### src/rtl/gb_frame_sequencer_if.sv
// Frame-sequencer bundle: APU power/DIV inputs plus the per-channel function strobes and step export.
// Strobes are single-cycle pulses with no handshake or backpressure; a channel samples them on the next posedge.
interface gb_frame_sequencer_if;
  logic       apu_enable;
  logic       div_bit;
  logic       clk_length_ctr;
  logic       clk_sweep;
  logic       clk_vol_env;
  logic [2:0] step;
  logic       length_skip;

  modport master (
    input  apu_enable, div_bit,
    output clk_length_ctr, clk_sweep, clk_vol_env, step, length_skip
  );

  modport slave (
    output apu_enable, div_bit,
    input  clk_length_ctr, clk_sweep, clk_vol_env, step, length_skip
  );
endinterface

### src/rtl/gb_frame_sequencer.sv
// APU frame sequencer: 512 Hz tick -> 8-step schedule of length/sweep/envelope strobes.
// Optional FRAME_SEQ_EXT_DIV_EN: tick from the falling edge of DIV bit instead of the internal prescaler.
module gb_frame_sequencer #(
  parameter int CLK_DIV = 8192
) (
  input  logic                 clk,
  input  logic                 reset,
  gb_frame_sequencer_if.master fs
);

  logic [2:0] step_q;
  logic       len_q;
  logic       sweep_q;
  logic       env_q;
  logic       div_q;
  logic       tick;

`ifdef FRAME_SEQ_EXT_DIV_EN
  // Falling edge of the DIV bit; ignored while the APU is powered off.
  assign tick = fs.apu_enable && div_q && !fs.div_bit;
`else
  localparam int PW = (CLK_DIV > 2) ? $clog2(CLK_DIV) : 1;

  logic [PW-1:0] prescaler;
  logic          unused_div;

  assign unused_div = div_q;
  assign tick       = fs.apu_enable && (prescaler == PW'(CLK_DIV - 1));

  always_ff @(posedge clk) begin
    if (!reset || !fs.apu_enable) begin
      prescaler <= '0;
    end else if (tick) begin
      prescaler <= '0;
    end else begin
      prescaler <= prescaler + PW'(1);
    end
  end
`endif

  // Power-off holds the reset state; only the DIV history keeps sampling.
  always_ff @(posedge clk) begin
    if (!reset) begin
      step_q  <= 3'd0;
      len_q   <= 1'b0;
      sweep_q <= 1'b0;
      env_q   <= 1'b0;
      div_q   <= 1'b0;
    end else begin
      div_q <= fs.div_bit;
      if (!fs.apu_enable) begin
        step_q  <= 3'd0;
        len_q   <= 1'b0;
        sweep_q <= 1'b0;
        env_q   <= 1'b0;
      end else if (tick) begin
        step_q  <= step_q + 3'd1;
        len_q   <= ~step_q[0];
        sweep_q <= (step_q == 3'd2) || (step_q == 3'd6);
        env_q   <= (step_q == 3'd7);
      end else begin
        len_q   <= 1'b0;
        sweep_q <= 1'b0;
        env_q   <= 1'b0;
      end
    end
  end

  assign fs.clk_length_ctr = len_q;
  assign fs.clk_sweep      = sweep_q;
  assign fs.clk_vol_env    = env_q;
  assign fs.step           = step_q;
  assign fs.length_skip    = step_q[0];

endmodule

### src/flat_wrapper.sv
// flat-port wrapper written by rule: the top's interface ports become plain ports
module gb_frame_sequencer_flat 
#(
  parameter int CLK_DIV = 8192
)
  (clk, reset, fs_apu_enable, fs_div_bit, fs_clk_length_ctr, fs_clk_sweep, fs_clk_vol_env, fs_step, fs_length_skip);
  gb_frame_sequencer_if fs_i ();
  input  logic clk;
  input  logic reset;
  input wire logic [$bits(fs_i.apu_enable)-1:0] fs_apu_enable;
  input wire logic [$bits(fs_i.div_bit)-1:0] fs_div_bit;
  output wire logic [$bits(fs_i.clk_length_ctr)-1:0] fs_clk_length_ctr;
  output wire logic [$bits(fs_i.clk_sweep)-1:0] fs_clk_sweep;
  output wire logic [$bits(fs_i.clk_vol_env)-1:0] fs_clk_vol_env;
  output wire logic [$bits(fs_i.step)-1:0] fs_step;
  output wire logic [$bits(fs_i.length_skip)-1:0] fs_length_skip;
  assign fs_i.apu_enable = fs_apu_enable;
  assign fs_i.div_bit = fs_div_bit;
  assign fs_clk_length_ctr = fs_i.clk_length_ctr;
  assign fs_clk_sweep = fs_i.clk_sweep;
  assign fs_clk_vol_env = fs_i.clk_vol_env;
  assign fs_step = fs_i.step;
  assign fs_length_skip = fs_i.length_skip;
  gb_frame_sequencer #(.CLK_DIV(CLK_DIV)) u_core (.clk(clk), .reset(reset), .fs(fs_i));
endmodule
### config.mk
export PLATFORM = sky130hd
export DESIGN_NAME = gb_frame_sequencer_flat
export DESIGN_NICKNAME = d
export VERILOG_FILES = /design/src/rtl/gb_frame_sequencer_if.sv /design/src/rtl/gb_frame_sequencer.sv /design/src/flat_wrapper.sv
export SDC_FILE = /design/constraint.sdc
export NUM_CORES = 1
export LEC_CHECK = 0
export CAP_MARGIN = 25
export CORE_MARGIN = 2
export CORE_UTILIZATION = 45
export DETAILED_ROUTE_END_ITERATION = 8
export PLACE_DENSITY = 0.67
export SYNTH_ARGS = -nofsm -noshare
export SYNTH_HDL_FRONTEND = slang
export SYNTH_SLANG_ARGS = --single-unit
### constraint.sdc
create_clock -name clk -period 4.64 [get_ports clk]
set_input_delay 0.928 -clock clk [delete_from_list [all_inputs] [get_ports clk]]
set_output_delay 0.928 -clock clk [all_outputs]
set_load 0.01 [all_outputs]
=== Yosys cells after proc, flatten, opt, wreduce, memory -nomap -nowiden ===
Index checks and enable logic that the tools add are counted.

* Bits in latches: 0
* Bits in writable memories: 0
* Bits in read-only memories: 0
* Register bits after elaboration: 19
* Output and inout bits: 7
* Memories kept: 0
* Bits of input ports: 4

* $add $sub $neg: 2
* Eq/ne operators: 4
* Reductions and logical operators: 8
* Divide/modulo/power cells: 0
* Bitwise gates (word level): 1
* Order comparisons: 0
* Shift operators: 0
* Mux-type cells: 0
* Multiply operators: 0

{| class="wikitable"
|+ Operators by type and width
! cell !! count
|-
| adder 13 x 1 -> 13 bit (second input constant) || 1
|-
| == test 13 bit (second input constant) || 1
|-
| == test 3 bit (second input constant) || 2
|-
| adder 3 x 1 -> 3 bit (second input constant) || 1
|-
| == test 3 x 2 -> 1 bit (second input constant) || 1
|-
| AND reduction 3 bit || 1
|-
| zero test 1 bit || 2
|-
| logical OR 1 bit || 2
|-
| AND reduction 2 bit || 1
|-
| OR reduction 2 bit || 1
|-
| logical AND 1 bit || 1
|-
| inverter 1 bit || 1
|}

=== Depth between registers and ports, before layout ===
Gate-level depths: netlist of run 1.

* Depth in word-level cells: 3
* Gate-level depth with buffers: 5
* Mapped depth without buffers: 4

=== Worst setup path before layout of run 1 ===
Ideal clock, no wire load.

* Path type: input-to-reg
* From: input port reset
* To: register u_core.step_q[1], in the netlist u_core.fs.step[1]
* Library setup time: 0.073 ns
* Required time: 4.567 ns
* Buffers on the path: 0
* Stages on the path: 3
* Arrival time: 1.571 ns
* Slack: 2.996 ns
* Cells stage by stage: nand3_1 -> or4_4 -> o22ai_2

* Cells in the longest elaborated chain, start to end: 1

{| class="wikitable"
|+ Ends and longest elaborated chain
! element !! RTL line !! RTL
|-
| start, declared || flat_wrapper.sv:9 || <nowiki>input logic reset;</nowiki>
|-
| AND reduction 2 bit (no line) || -- ||
|-
| end signal, assigned || gb_frame_sequencer.sv:57 || <nowiki>step_q <= step_q + 3'd1;</nowiki>
|-
| end, declared || gb_frame_sequencer.sv:11 || <nowiki>logic [2:0] step_q;</nowiki>
|}

Every way passes these cells.
A chain may end at the register's enable or synchronous reset.

=== Final worst setup path of run 1 ===
* From: register u_core.step_q[0], in the netlist u_core.fs.step[0]
* To: output port fs_step[0]

{| class="wikitable"
|+ RTL lines
! element !! RTL line !! RTL
|-
| end, declared || flat_wrapper.sv:15 || <nowiki>output wire logic [$bits(fs_i.step)-1:0] fs_step;</nowiki>
|}

No word-level cell between the ends.

==> summary.txt, run 1 <==
Timing
  • Final Worst Setup Slack: 2.40 ns
  • Worst Tran Pin Value: 0.847 ns
  • Final setup TNS: 0 ns
  • RSZ-0062 raised after global routing: false
  • Final Setup Violations: 0
  • Slew margin rel.: 43.1%
  • Final hold violation count: 0
  • F_max: 447 MHz
  • Clk_skew: 0.00303 ns
  • Tmin final: 2.24 ns
  • Final Cycle Share: 48.2%
  • Slew Viols, Final: 0

Global routing
  • Overall Global Routing Usage: 16.8%
  • Vias in the first global route: 617
  • Largest net degree at the start of global routing: 15
  • Initial antenna violation count: 0
  • Congestion Overflow GR: 0
  • First-pass GRT wire length: 2.66 mm

Final layout
  • Cell area after layout: 0.00100 mm2
  • Antenna diodes: 0
  • Nets@finish: 108
  • Fraction of layout cells with a size suffix above 1: 9.09%
  • Area delta synth->final: 14.7%

Clock tree
  • CTS max path bufs: 2
  • Clock latency at the later pin of the worst-skew pair: 0.29 ns
  • CTS Hold Buffers Added: 0
  • Worst-path clk slew: 0.10 ns
  • Clock sink count: 19
  • Setup Fix Bufs, Post-CTS: 0
  • Post-CTS sizing: 0
  • Root Buffer: clkbuf_4
  • CTS HTree Levels: 1
  • CTS tree: yes
  • CTS buffer count: 3

Power and ir drop
  • Pwr/cell area: 251 mW/mm2
  • Pleak: 0.000329 uW
  • IR drop worst, VDD: 143 uV

Worst setup path
  • CP Launch Type: register
  • Crit Path Category: reg -> out
  • Critical R2R Launch: u_core.prescaler[0]
  • CP required: 3.71 ns
  • Worst EP arrival: 1.31 ns
  • Crit-path leading delay family: buffers and inverters
  • Largest stage delay, worst path: 0.58 ns
  • RR Endpoint: u_core.fs.step[0]
  • Worst-path maximum fanout: 6
  • Crit path from: u_core.fs.step[0]
  • R2r setup slk: 2.64 ns
  • CP cell instances: clkdlybuf4s50_1
  • Worst r2r path cells: 4
  • Critical Path End Type: output port
  • CP max-delay cell: clkdlybuf4s50_1
  • Bufs and invs on worst path: 1

Drt
  • Total Routed Length: 1.58 mm
  • Routed len/inst: 12.8 um
  • Total number of vias: 709
  • DR pass1 iterations: 4
  • Ratio of routed vias to standard cells: 5.72
  • # DRC: 0
  • Drt initial violations: 9
  • Post-DRT Antenna Nets: 0

Logic synthesis
  • Mean Syn Cell Area: 9.83 um2
  • Synth Instances: 89
  • Dominant cell type by area after synthesis: dfxtp_1
  • Flop and latch count out of synthesis: 19
  • Ys Warns: 0
  • Yosys cell types: 29
  • Mapped cell area: 875 um2
  • Area share of the largest cell type after synthesis: 43.5%
  • Top post-synthesis cells by area: dfxtp_1, ha_1, a211oi_1, nand3_1, nand2_1
  • Sequential fraction of the synthesis area: 43.5%
  • Syn_nets: 97

Worst hold path
  • Hold Crit Depth: 2
  • WHS Endpoint: u_core.fs.step[2]
  • Worst min-delay path startpoint: u_core.fs.step[2]
  • Hold crit path type: reg -> reg

Placement
  • Placed Area: 977 um2
  • Worst slack, placed: 2.43 ns
  • Post-DP HPWL: 1.15 mm
  • PortBufs: 9
  • Gp weighted congestion: 0.729

Floorplan
  • Die Ht: 48.1 um
  • # rows: 15
  • Chip width: 48.1 um
  • IO Pins: 11
  • Initial core utilization: 49.1%
  • Core box area: 0.00178 mm2
  • Die Area: 0.00231 mm2

Flow run
  • Max Cap Viol: 0

Status
  • Status: finished clean
==> routing by layer <==
metal  wire [um]  GRT usage [%]
met3          35           3.40
met5           0              0
met1         788           22.9
met4          31           9.73
met2         725           24.3
==> cells in the mapped netlist (all sizes together) <==
cell type   n
a211oi      6
a21oi       1
and2        3
buf         2
clkbuf      1
dfxtp      19
ha          4
inv         3
mux2i       2
nand2       8
nand3       6
nand4       5
nor2        1
nor3        5
nor3b       1
nor4        2
o21ai       4
o22ai       1
o2bb2ai     1
o31ai       3
or3         4
or4         4
xnor2       1
xor2        2
==> registers in the layout, summed over array words and instances, names as in the netlist <==
register                  count
u_core.prescaler             13
u_core.fs.clk_sweep           1
u_core.fs.clk_length_ctr      1
u_core.fs.step                3
u_core.fs.clk_vol_env         1
==> worst max path at each step <==
stage / to / depth (start not counted)
2_1_floorplan: u_core.fs.step[1] / 3
3_3_place_gp: u_core.fs.step[1] / 4
3_5_place_dp: u_core.fs.step[1] / 4
4_1_cts: fs_step[0] / 1
5_1_grt: fs_length_skip / 1
6_report: fs_step[0] / 1
==> final cells by class <==
class,count,area [um2]
Multi-Input combinational cell,64,464
Sequential cell,19,380
Tap cell,25,31.3
Inverter,3,11.3
Clock buffer,4,26.3
Timing Repair Buffer,9,90.1
Fill cell,174,779
==> stage by stage <==
stage                     hold slack, ns  total power, uW  utilization [%]  cells
after global routing               0.515              266             56.3    124
after floorplan                    0.458              172                -     89
after CTS                          0.491              255             56.3    124
after detailed placement           0.477              175             54.8    120
after global placement             0.470              175             54.8    120
final                              0.490              252             56.3    124
==> placed cells by master, fill, tap and decap left out, types with 3 or more instances in the layout <==
cell type	Yosys	final
a211oi_1	5	5
and2_1	3	3
clkbuf_4	0	3
clkdlybuf4s50_1	0	9
dfxtp_1	19	19
ha_1	4	4
inv_1	3	3
nand2_1	8	8
nand3_1	6	6
nand4_1	4	4
nor3_1	5	5
o21ai_0	4	4
o31ai_1	3	3
or3_1	3	3
or4_1	3	3
==> kinds of logic after synthesis <==
| logic type | after synthesis | synth area share [%] |
|---|---|---|
| buffers and inverters | 6 | 3.43 |
| and+or+nand+nor | 39 | 28.5 |
| adders and majority gates | 4 | 5.72 |
| muxes | 2 | 2.29 |
| xor gates and xnor gates | 3 | 3.00 |
| AOI/OAI and AO/OA | 16 | 13.6 |
| DFF | 19 | 43.5 |
==> report_power, final <==
group,total (uW),switching (uW),internal [uW]
clock,81.0,47.6,33.4
sequential,165,1.04,164
combinational,6.35,3.54,2.81
total,252,52.2,200
Note: power is estimated with default switching activity, not from simulation.
==> run 2, diff against run 1 <==
--- a/config.mk
+++ b/config.mk
@@ -9,7 +9,7 @@
 export CORE_MARGIN = 2
 export CORE_UTILIZATION = 45
 export DETAILED_ROUTE_END_ITERATION = 8
-export PLACE_DENSITY = 0.67
+export PLACE_DENSITY = 0.7
 export SYNTH_ARGS = -nofsm -noshare
 export SYNTH_HDL_FRONTEND = slang
 export SYNTH_SLANG_ARGS = --single-unit
==> constraint.sdc (replaced) <==
create_clock -name clk -period 1.9 [get_ports clk]
set_input_delay 0.38 -clock clk [delete_from_list [all_inputs] [get_ports clk]]
set_output_delay 0.38 -clock clk [all_outputs]
set_load 0.01 [all_outputs]
==> run 2 against run 1 <==
  * Non-clock buffer count is 2 higher
  * Critical path depth is 3 higher
  * Sequential cell count stayed put
  * Critical endpoint is now u_core.fs.step[1]
  * Highest routed layer is now met3
==> summary.txt, run 2 (synthesis gave the netlist of run 1 again) <==
Status
  • Status: finished clean

Placement
  • Gp weighted congestion: 0.747 (+2.4%)
  • PortBufs: 9 (unchanged)
  • Post-DP HPWL: 1.21 mm (+5.6%)
  • Worst slack, placed: 0.186 ns (-2.25 ns)

Timing
  • Clk_skew: 0.00382 ns (+0.000790 ns)
  • Slew margin rel.: 70.4% (+27 points)
  • Worst Tran Pin Value: 0.442 ns (-0.404 ns)
  • Final Cycle Share: 89.6%
  • Final Worst Setup Slack: 0.197 ns (-2.21 ns)
  • Final hold violation count: 0 (unchanged)
  • Final hold slack: 0.496 ns (+0.00615 ns)
  • Tmin final: 1.70 ns
  • RSZ-0062 raised after global routing: false
  • Slew Viols, Final: 0 (unchanged)
  • Final Setup Violations: 0 (unchanged)
  • Final setup TNS: 0 ns (unchanged)
  • F_max: 587 MHz

Final layout
  • Commonest cells after routing, fill and taps aside: dfxtp_1, clkdlybuf4s50_1, nand2_1
  • Max reg flops: 13 (unchanged)
  • Core Util, Final: 57.1% (+0.84 points)
  • Nets@finish: 110 (+1.9%)
  • Commonest non-fill, non-tap cell in the layout: dfxtp_1
  • Antenna diodes: 0 (unchanged)
  • Fraction of layout cells with a size suffix above 1: 10.9% (+1.8 points)
  • Reg with most FFs: u_core.prescaler
  • Area delta synth->final: 16.5%

Clock tree
  • Clock latency at the later pin of the worst-skew pair: 0.29 ns (about the same)
  • Setup Fix Bufs, Post-CTS: 0 (unchanged)
  • CTS Hold Buffers Added: 0 (unchanged)
  • CTS tree: yes
  • CTS HTree Levels: 1 (unchanged)
  • Clock sink count: 19 (unchanged)
  • Post-CTS sizing: 0 (unchanged)
  • Worst-path clk slew: 0.10 ns (about the same)
  • CTS buffer count: 3 (unchanged)
  • Root Buffer: clkbuf_4
  • CTS max path bufs: 2 (unchanged)

Floorplan
  • Core box area: 0.00178 mm2 (unchanged)
  • Chip width: 48.1 um (unchanged)
  • Initial core utilization: 49.1% (unchanged)
  • # rows: 15 (unchanged)
  • Die Ht: 48.1 um (unchanged)
  • IO Pins: 11 (unchanged)
  • Die Area: 0.00231 mm2 (unchanged)

Worst setup path
  • Critical R2R Launch: u_core.prescaler[0]
  • Worst r2r path cells: 4 (unchanged)
  • CP cell instances: ha_1, nand4_4, or4_4, o22ai_2
  • Worst EP arrival: 1.93 ns (+0.62 ns)
  • Critical Path End Type: register
  • CP Launch Type: register
  • Largest stage delay, worst path: 0.60 ns (+0.02 ns)
  • CP required: 2.13 ns (-1.58 ns)
  • Crit Path Category: reg -> reg
  • CP max-delay cell: or4_4
  • RR Endpoint: u_core.fs.step[1]
  • R2r setup slk: 0.20 ns (-2.44 ns)
  • Worst-path maximum fanout: 10 (+4)

Drt
  • # DRC: 0 (unchanged)
  • Ratio of routed vias to standard cells: 5.52 (-3.4%)
  • DR pass1 iterations: 4 (unchanged)
  • Drt initial violations: 15 (+6)
  • Total number of vias: 696 (-1.8%)
  • Routed len/inst: 12.6 um (-1.4%)
  • Post-DRT Antenna Nets: 0 (unchanged)
  • Total Routed Length: 1.58 mm (+0.19%)

Flow run
  • Max Cap Viol: 0 (unchanged)

Global routing
  • Congestion Overflow GR: 0 (unchanged)
  • First-pass GRT wire length: 2.78 mm (+4.7%)
  • Largest net degree at the start of global routing: 13 (-2)
  • Initial antenna violation count: 0 (unchanged)
  • Overall Global Routing Usage: 17.3% (+0.58 points)
  • Vias in the first global route: 641 (+3.9%)

Power and ir drop
  • Pwr/cell area: 604 mW/mm2 (+140%)
  • Pleak: 0.000340 uW (+3.3%)
  • IR drop worst, VDD: 598 uV (+320%)

Worst hold path
  • WHS Endpoint: u_core.fs.clk_length_ctr
  • Hold crit path type: reg -> reg
  • Worst min-delay path startpoint: u_core.fs.step[0]
  • Hold Crit Depth: 1 (-1)
==> run 2: cell types whose count changed in the layout (fill, tap and decap cells not counted), sizes merged <==
cell	delta
buf	+2
==> run 2: stage by stage <==
step / power [uW] / cell area [um2] / std cells
after floorplan: 420 / 875 / 89
after global placement: 428 / 992 / 122
after detailed placement: 428 / 992 / 122
after CTS: 627 / 1020 / 126
after global routing: 642 / 1020 / 126
final: 616 / 1020 / 126
==> run 2: critical path: cells and delay by family, from the launching register on <==
| family | cells | cell delay, ns |
|---|---|---|
| flops | 1 | 0.41 |
| simple gates | 2 | 0.80 |
| fa+ha+maj | 1 | 0.28 |
| compound gates | 1 | 0.14 |
==> run 2: final cells by class <==
cell class	count	area (um2)
clock buffer	4	26.3
inverter	3	11.3
sequential	19	380
timing repair buffer	11	105
tap	25	31.3
fill	169	764
multi-input combinational	64	464
==> run 2: how the worst max path moves through the flow <==
stage | startpoint | end | slack, ns | cells past startpoint
3_3_place_gp | reset | u_core.fs.step[1] | 0.24 | 4
3_5_place_dp | fs_apu_enable | u_core.fs.step[1] | 0.19 | 4
2_1_floorplan | u_core.prescaler[0] | u_core.prescaler[2] | 0.34 | 5
6_report | u_core.prescaler[0] | u_core.fs.step[1] | 0.20 | 4
5_1_grt | u_core.prescaler[0] | u_core.fs.step[1] | 0.1 | 4
4_1_cts | u_core.prescaler[0] | u_core.fs.step[1] | 0.19 | 4
==> run 2: routing by layer <==
layer  global-route usage [%]  routed length, um  vias up  part of all wire (%)
met5                        0                  0        -                     0
met4                     1.62                  0        0                     0
met3                     6.79                 59        0                   3.7
met2                     27.5                770        8                    49
met1                     23.3                754      327                    48
li1                         -                  -      361                     -
==> run 2: where the power goes <==
part	internal [uW]	switching, uW
clock network	81.7	115
registers	400	2.56
logic	6.88	9.16
total	489	127
